`src/rtl/regfile_write_scheduler.sv`:
```
// Register-file write-port scheduler.
// Two writeback sources (R0 = ALU, R1 = load unit) share the single write
// port through a round-robin arbiter. Each accepted request goes through one
// registered write stage that drives the register file.
// A per-register scoreboard tracks reserved destinations. Read hazards on
// ports A and B are flagged so that issue logic can stall.
module regfile_write_scheduler #(
    parameter int DATA_WIDTH = 64,
    parameter int NUM_REGS   = 4,
    parameter int SEL_WIDTH  = 2
) (
    input  logic                  clk,
    input  logic                  rst,
    input  logic                  reqValid0,
    input  logic [SEL_WIDTH-1:0]  reqSel0,
    input  logic [DATA_WIDTH-1:0] reqData0,
    output logic                  reqReady0,
    input  logic                  reqValid1,
    input  logic [SEL_WIDTH-1:0]  reqSel1,
    input  logic [DATA_WIDTH-1:0] reqData1,
    output logic                  reqReady1,
    input  logic                  reserveValid,
    input  logic [SEL_WIDTH-1:0]  reserveSel,
    input  logic [SEL_WIDTH-1:0]  readSelA,
    input  logic [SEL_WIDTH-1:0]  readSelB,
    output logic                  readStall,
    output logic [NUM_REGS-1:0]   busy,
    output logic                  reserveConflict,
    output logic [SEL_WIDTH-1:0]  rfSelWrite,
    output logic [DATA_WIDTH-1:0] rfWriteIn,
    output logic                  rfIsReading
);

    // Priority pointer: 0 favours R0, 1 favours R1 when both sides are valid.
    logic                  ptr_q, ptr_d;
    logic                  grant0, grant1, accept;
    // The write stage is valid exactly when rf_is_reading_q is low.
    logic                  rf_is_reading_q, rf_is_reading_d;
    logic [SEL_WIDTH-1:0]  rf_sel_q, rf_sel_d;
    logic [DATA_WIDTH-1:0] rf_data_q, rf_data_d;
    logic [NUM_REGS-1:0]   busy_q, busy_d;
    logic                  conflict_q, conflict_d;

    // Round-robin grant from the registered pointer; ready is the grant itself.
    always_comb begin
        grant0 = 1'b0;
        grant1 = 1'b0;
        if (reqValid0 && reqValid1) begin
            if (ptr_q == 1'b0) begin
                grant0 = 1'b1;
            end else begin
                grant1 = 1'b1;
            end
        end else if (reqValid0) begin
            grant0 = 1'b1;
        end else if (reqValid1) begin
            grant1 = 1'b1;
        end else begin
            grant0 = 1'b0;
            grant1 = 1'b0;
        end
        accept = grant0 | grant1;
    end

    assign reqReady0 = grant0;
    assign reqReady1 = grant1;

    // Pointer moves to the side that lost; it holds when nothing is granted.
    always_comb begin
        ptr_d = ptr_q;
        if (grant0) begin
            ptr_d = 1'b1;
        end else if (grant1) begin
            ptr_d = 1'b0;
        end else begin
            ptr_d = ptr_q;
        end
    end

    // Write-stage capture; sel/data hold their last values while idle.
    always_comb begin
        rf_sel_d        = rf_sel_q;
        rf_data_d       = rf_data_q;
        rf_is_reading_d = ~accept;
        if (grant1) begin
            rf_sel_d  = reqSel1;
            rf_data_d = reqData1;
        end else if (grant0) begin
            rf_sel_d  = reqSel0;
            rf_data_d = reqData0;
        end else begin
            rf_sel_d  = rf_sel_q;
            rf_data_d = rf_data_q;
        end
    end

    // Scoreboard update: the write clears first, so a same-cycle reservation wins.
    always_comb begin
        busy_d     = busy_q;
        conflict_d = reserveValid & busy_q[reserveSel];
        if (!rf_is_reading_q) begin
            busy_d[rf_sel_q] = 1'b0;
        end else begin
            busy_d = busy_q;
        end
        if (reserveValid) begin
            busy_d[reserveSel] = 1'b1;
        end else begin
            busy_d[reserveSel] = busy_d[reserveSel];
        end
    end

    // All state is held in flops with an asynchronous reset.
    always_ff @(posedge clk or posedge rst) begin
        if (rst) begin
            ptr_q           <= 1'b0;
            rf_is_reading_q <= 1'b1;
            rf_sel_q        <= {SEL_WIDTH{1'b0}};
            rf_data_q       <= {DATA_WIDTH{1'b0}};
            busy_q          <= {NUM_REGS{1'b0}};
            conflict_q      <= 1'b0;
        end else begin
            ptr_q           <= ptr_d;
            rf_is_reading_q <= rf_is_reading_d;
            rf_sel_q        <= rf_sel_d;
            rf_data_q       <= rf_data_d;
            busy_q          <= busy_d;
            conflict_q      <= conflict_d;
        end
    end

    assign rfIsReading     = rf_is_reading_q;
    assign rfSelWrite      = rf_sel_q;
    assign rfWriteIn       = rf_data_q;
    assign busy            = busy_q;
    assign reserveConflict = conflict_q;
    // A register stays busy through its write cycle; the stall lifts the cycle after.
    assign readStall       = busy_q[readSelA] | busy_q[readSelB];

endmodule
```
`config.mk`:
```
export PLATFORM = sky130hd
export DESIGN_NAME = regfile_write_scheduler
export DESIGN_NICKNAME = d
export VERILOG_FILES = /design/src/rtl/regfile_write_scheduler.sv
export SDC_FILE = /design/constraint.sdc
export NUM_CORES = 1
export LEC_CHECK = 0
export CORE_MARGIN = 8
export CORE_UTILIZATION = 38
export CTS_CLUSTER_SIZE = 14
export DETAILED_ROUTE_END_ITERATION = 8
export GPL_TIMING_DRIVEN = 0
export PLACE_DENSITY = 0.86
export SLEW_MARGIN = 30
export SYNTH_ARGS = -nofsm -noshare
export SYNTH_HDL_FRONTEND = slang
export SYNTH_SLANG_ARGS = --single-unit
```
`constraint.sdc`:
```
create_clock -name clk -period 3.2 [get_ports clk]
set_clock_uncertainty 0.05 [all_clocks]
set_input_delay 0.64 -clock clk [delete_from_list [all_inputs] [get_ports clk]]
set_output_delay 0.64 -clock clk [all_outputs]
set_load 0.02 [all_outputs]
```
# Word-level counts from Yosys, hierarchy flattened
# Index checks and enable logic that the tools add are counted.
# word_totals
ff_bits,73
latchBits,0
ram_bits,0
rom_bits,0
input_bits,143
out_inout_bits,75
word_cells,51
n_memories,0
# op_classes
addsub,0
mul,0
n_div,0
n_lt_le_gt_ge,6
eq_ne,0
n_shift,0
muxes,28
n_bitwise,7
n_reduce_logical,4
# ops
op,n
two-way mux 64 bit,2
two-way mux 1 bit,15
less-than comparator 2 x 3 -> 1 bit (second input constant),4
binary-select mux 1 bit (select 2 bit),4
two-way mux 4 bit,2
bitwise AND 4 bit,1
bitwise mux 4 bit,1
demux 1 bit (select 2 bit),2
greater-or-equal comparator 2 x 1 -> 1 bit (second input constant),2
two-way mux 2 bit,2
inverter 4 bit,1
bitwise OR 4 bit,1
logical AND 1 bit,3
bitwise OR 1 bit,2
nonzero test 2 bit,1
bitwise AND 1 bit,1
inverter 1 bit,1

# Longest topological paths before layout
# logic_depth
depth_word,11
ltp_mapped,6
ltp_nobuf,3

# Worst setup path before layout
# No wires, ideal clock.
# synth_timing
path_kind,input -> output
startpoint,input reqValid0
endpoint,output reqReady0
t_arrival_ns,1.347
required_ns,2.510
setup_slack_ns,1.163
path_stages,4
path_buffers,2
path_cell_list,buf_4 a21bo_2 buf_2 inv_1
# synth_between
elab_chain_len,2
elab_cells_between_ends,3
classes_between,mux: 2; reduce/logical: 1
# synth_lines
element,line,source
"start, declared",14,"input logic reqValid0,"
two-way mux 1 bit or logical AND 1 bit (tied branches),"54, 48",
two-way mux 1 bit (*),48,if (reqValid0 && reqValid1) begin
"end, declared",17,"output logic reqReady0,"
# Every way passes the cells marked *; elsewhere a longest branch is shown, timed or not.

# Worst setup path in the final report
# layout_timing
startpoint,input reqValid1
endpoint,output reqReady1
# layout_between
elab_chain_len,3
elab_cells_between_ends,4
classes_between,mux: 3; reduce/logical: 1
# layout_lines
element,line,source
"start, declared",18,"input logic reqValid1,"
two-way mux 1 bit,56,end else if (reqValid1) begin
two-way mux 1 bit,54,end else if (reqValid0) begin
two-way mux 1 bit (*),48,
"end, declared",21,"output logic reqReady1,"
# Marked as above.

==> results.ini <==
[detailed_routing]
vias=3543
first_pass_iters=4
vias_per_cell=4.88
drtIter0Drc=184
wl_per_cell_microns=17.9
drt_wl_total_microns=13000
antenna_left=0
drc=0

[cts]
cts_buffers=9
path_clk_slew_ns=0.09
cts_root_buf=clkbuf_8
clk_latency_ns=0.34
clock_path_buffers=2
ctsHoldBuffers=0
cts_tree=yes
h-tree-depth=3
clock_sinks=73

[min_path]
worstHoldStart=ptr_q
whs_path_depth=2
worstHoldPathType=reg2reg
holdPathEnd=ptr_q

[critical_path]
endpoint_kind=output port
worstReg2RegStart=ptr_q
path_class=in2out
critPathMaxFanout=10
worstPathArrival_ns=2.43
crit_path_start_kind=primary input
worstRegToRegCells=5
ff2ff_setup_slack_ns=1.62
timing.rr.end=rfWriteIn[43]
critPathRequiredTime_ns=2.51

[synthesis]
synth_nets=502
syn_area_sq_um=3770
synth_seq_area_share=0.485
synthTopCellsByArea=dfrtp_1 48%, mux2_2 8.1%, o22ai_2 8.0%
synth.distinct_cells=23
synth_area_per_cell_sq_um=10.5
ys_warn_count=0
ys_seq_elements=73
synth_top_area_frac=0.478
synth_top_cell_by_area=dfrtp_1
synth_cells=359

[power_and_ir_drop]
max-vdd-ir-drop_mv=0.246
cellPowerDensity_nw_per_um2=448
p_leak_nw=2.67
report.power.total_mw=2.83

[timing]
fin_ws_ns=0.0847
drv_slew=0
finalCritPeriodShare=0.974
worst_pin_slew_ns=0.490
max_freq_mhz=321
hold_violations=0
layout_min_cycle_time_ns=3.12
slew_headroom=0.673
rsz0062_at_grt=false
finalSetupViolCount=0

[floorplan]
initial_core_util=0.389
die_w_microns=116
dieArea_sq_um=13400
design.portCount=218
dieHeight_microns=116
coreArea_sq_um=9680
rows=36

[cells_and_area]
fillers=802
fin_nets=731
n_antenna_cell=0
area_growth_pct=67.4
layout-drive-gt1-share=0.209
fin_cells=726

[global_route]
antenna_found_initial=0
grt_max_degree=42
grt_pass1_wl_microns=19700
grt_overflow=0
grt_pass1_vias=3880
grtUsageTotal=0.189

[place]
place_worst_setup_slack_ns=-0.00845
dp_cells=710
gp_congestion=0.821
dpl.hpwl_microns=10200
io_buffers=217

[run_status]
status=finished, final reports clean

[flow_run]
cap_violations=0

[logic make-up after synthesis]
family,count (synthesis),share of synthesized area
AOI/OAI and AO/OA,146,0.290
and+or+nand+nor,14,0.0213
DFF,73,0.485
muxes,28,0.0867
buffers and inverters,98,0.117
[worst max-delay path: stages]
cell             delay [ns]
clkdlybuf4s50_1        0.53
and2_1                 0.14
clkbuf_1               0.20
buf_2                  0.26
clkdlybuf4s50_1        0.65
[registers in the layout (all words and copies together), names as in the netlist]
name,cells
busy,4
ptr_q,1
reserveConflict,1
rfIsReading,1
rfSelWrite,2
rfWriteIn,64
[layer usage]
metal	track usage	vias up	wire length [microns]
met3	0.0703	15	1180
li1	-	1700	-
met2	0.334	150	6510
met5	0	-	0
met4	0.0639	0	194
met1	0.204	1678	5080
[cell usage after synthesis]
| cell | count |
|---|---|
| a21bo_2 | 1 |
| a21oi_1 | 36 |
| a21oi_2 | 30 |
| a22o_1 | 1 |
| and2_1 | 2 |
| buf_2 | 11 |
| buf_4 | 4 |
| buf_6 | 6 |
| clkbuf_1 | 5 |
| dfrtp_1 | 72 |
| dfstp_2 | 1 |
| inv_1 | 72 |
| mux2_2 | 27 |
| mux4_2 | 1 |
| nand2_1 | 3 |
| nand2b_1 | 3 |
| nand4_1 | 1 |
| nor2b_1 | 4 |
| o21ai_0 | 9 |
| o22ai_1 | 43 |
| o22ai_2 | 24 |
| o31ai_1 | 2 |
| or2_2 | 1 |
[layout by cell type (no fill, tap or decap)]
| cell | count |
|---|---|
| clkinv_2 | 2 |
| o31ai_1 | 2 |
| clkinv_4 | 1 |
| buf_2 | 11 |
| mux4_2 | 1 |
| o22ai_2 | 24 |
| mux2_2 | 27 |
| buf_4 | 4 |
| nand4_1 | 1 |
| inv_4 | 1 |
| clkbuf_1 | 5 |
| clkinvlp_4 | 2 |
| o21ai_0 | 9 |
| inv_1 | 71 |
| clkdlybuf4s50_1 | 216 |
| a21oi_1 | 36 |
| nand2b_1 | 3 |
| dfstp_2 | 1 |
| a21oi_2 | 30 |
| buf_6 | 6 |
| dfrtp_1 | 72 |
| nand2_1 | 3 |
| inv_6 | 1 |
| o22ai_1 | 43 |
| or2_2 | 1 |
| clkbuf_8 | 10 |
| a21bo_2 | 1 |
| buf_12 | 1 |
| dlygate4sd2_1 | 1 |
| nor2b_1 | 4 |
| a22o_1 | 1 |
| and2_1 | 2 |
[through the flow]
stage	utilization	hold WS, ns	setup TNS [ns]	instance area, sq um
global placement	0.630	0.489	-48.27	6110
finish	0.651	0.505	0	6310
CTS	0.651	0.519	0	6310
global route	0.651	0.543	0	6310
floorplan	-	0.457	0	3770
detailed placement	0.633	0.501	-0.00845	6130
[power by group]
part,switching [mW],internal (mW),leakage (nW)
logic,0.479,0.547,1.75
clock network,0.367,0.304,0.0887
registers,0.0816,1.05,0.828
[layout make-up]
cell class,count,area [sq um],share of cell area
timing repair buffer,218,2190,0.347
multi-input combinational,188,1500,0.237
sequential,73,1830,0.290
buffer,26,171,0.0272
clock buffer,10,138,0.0218
clock inverter,6,42.5,0.00674
inverter,72,273,0.0432
tap,133,166,0.0264
[worst max path at each step]
stage / to / from
finish: reqReady1 / reqValid1
global route: reqReady1 / reqValid0
CTS: reqReady1 / reqValid0
detailed placement: reqReady0 / reqValid0
global placement: rfWriteIn[33] / rst
floorplan: busy[0] / rst
[what timing repair did]
item                                    4_1_cts  5_1_grt
endpoints found under the hold margin         0        0
endpoints found under the setup margin        1        0
buffers inserted                              0        0
resized for setup                             1        0
Note: power is estimated with default switching activity, not from simulation.
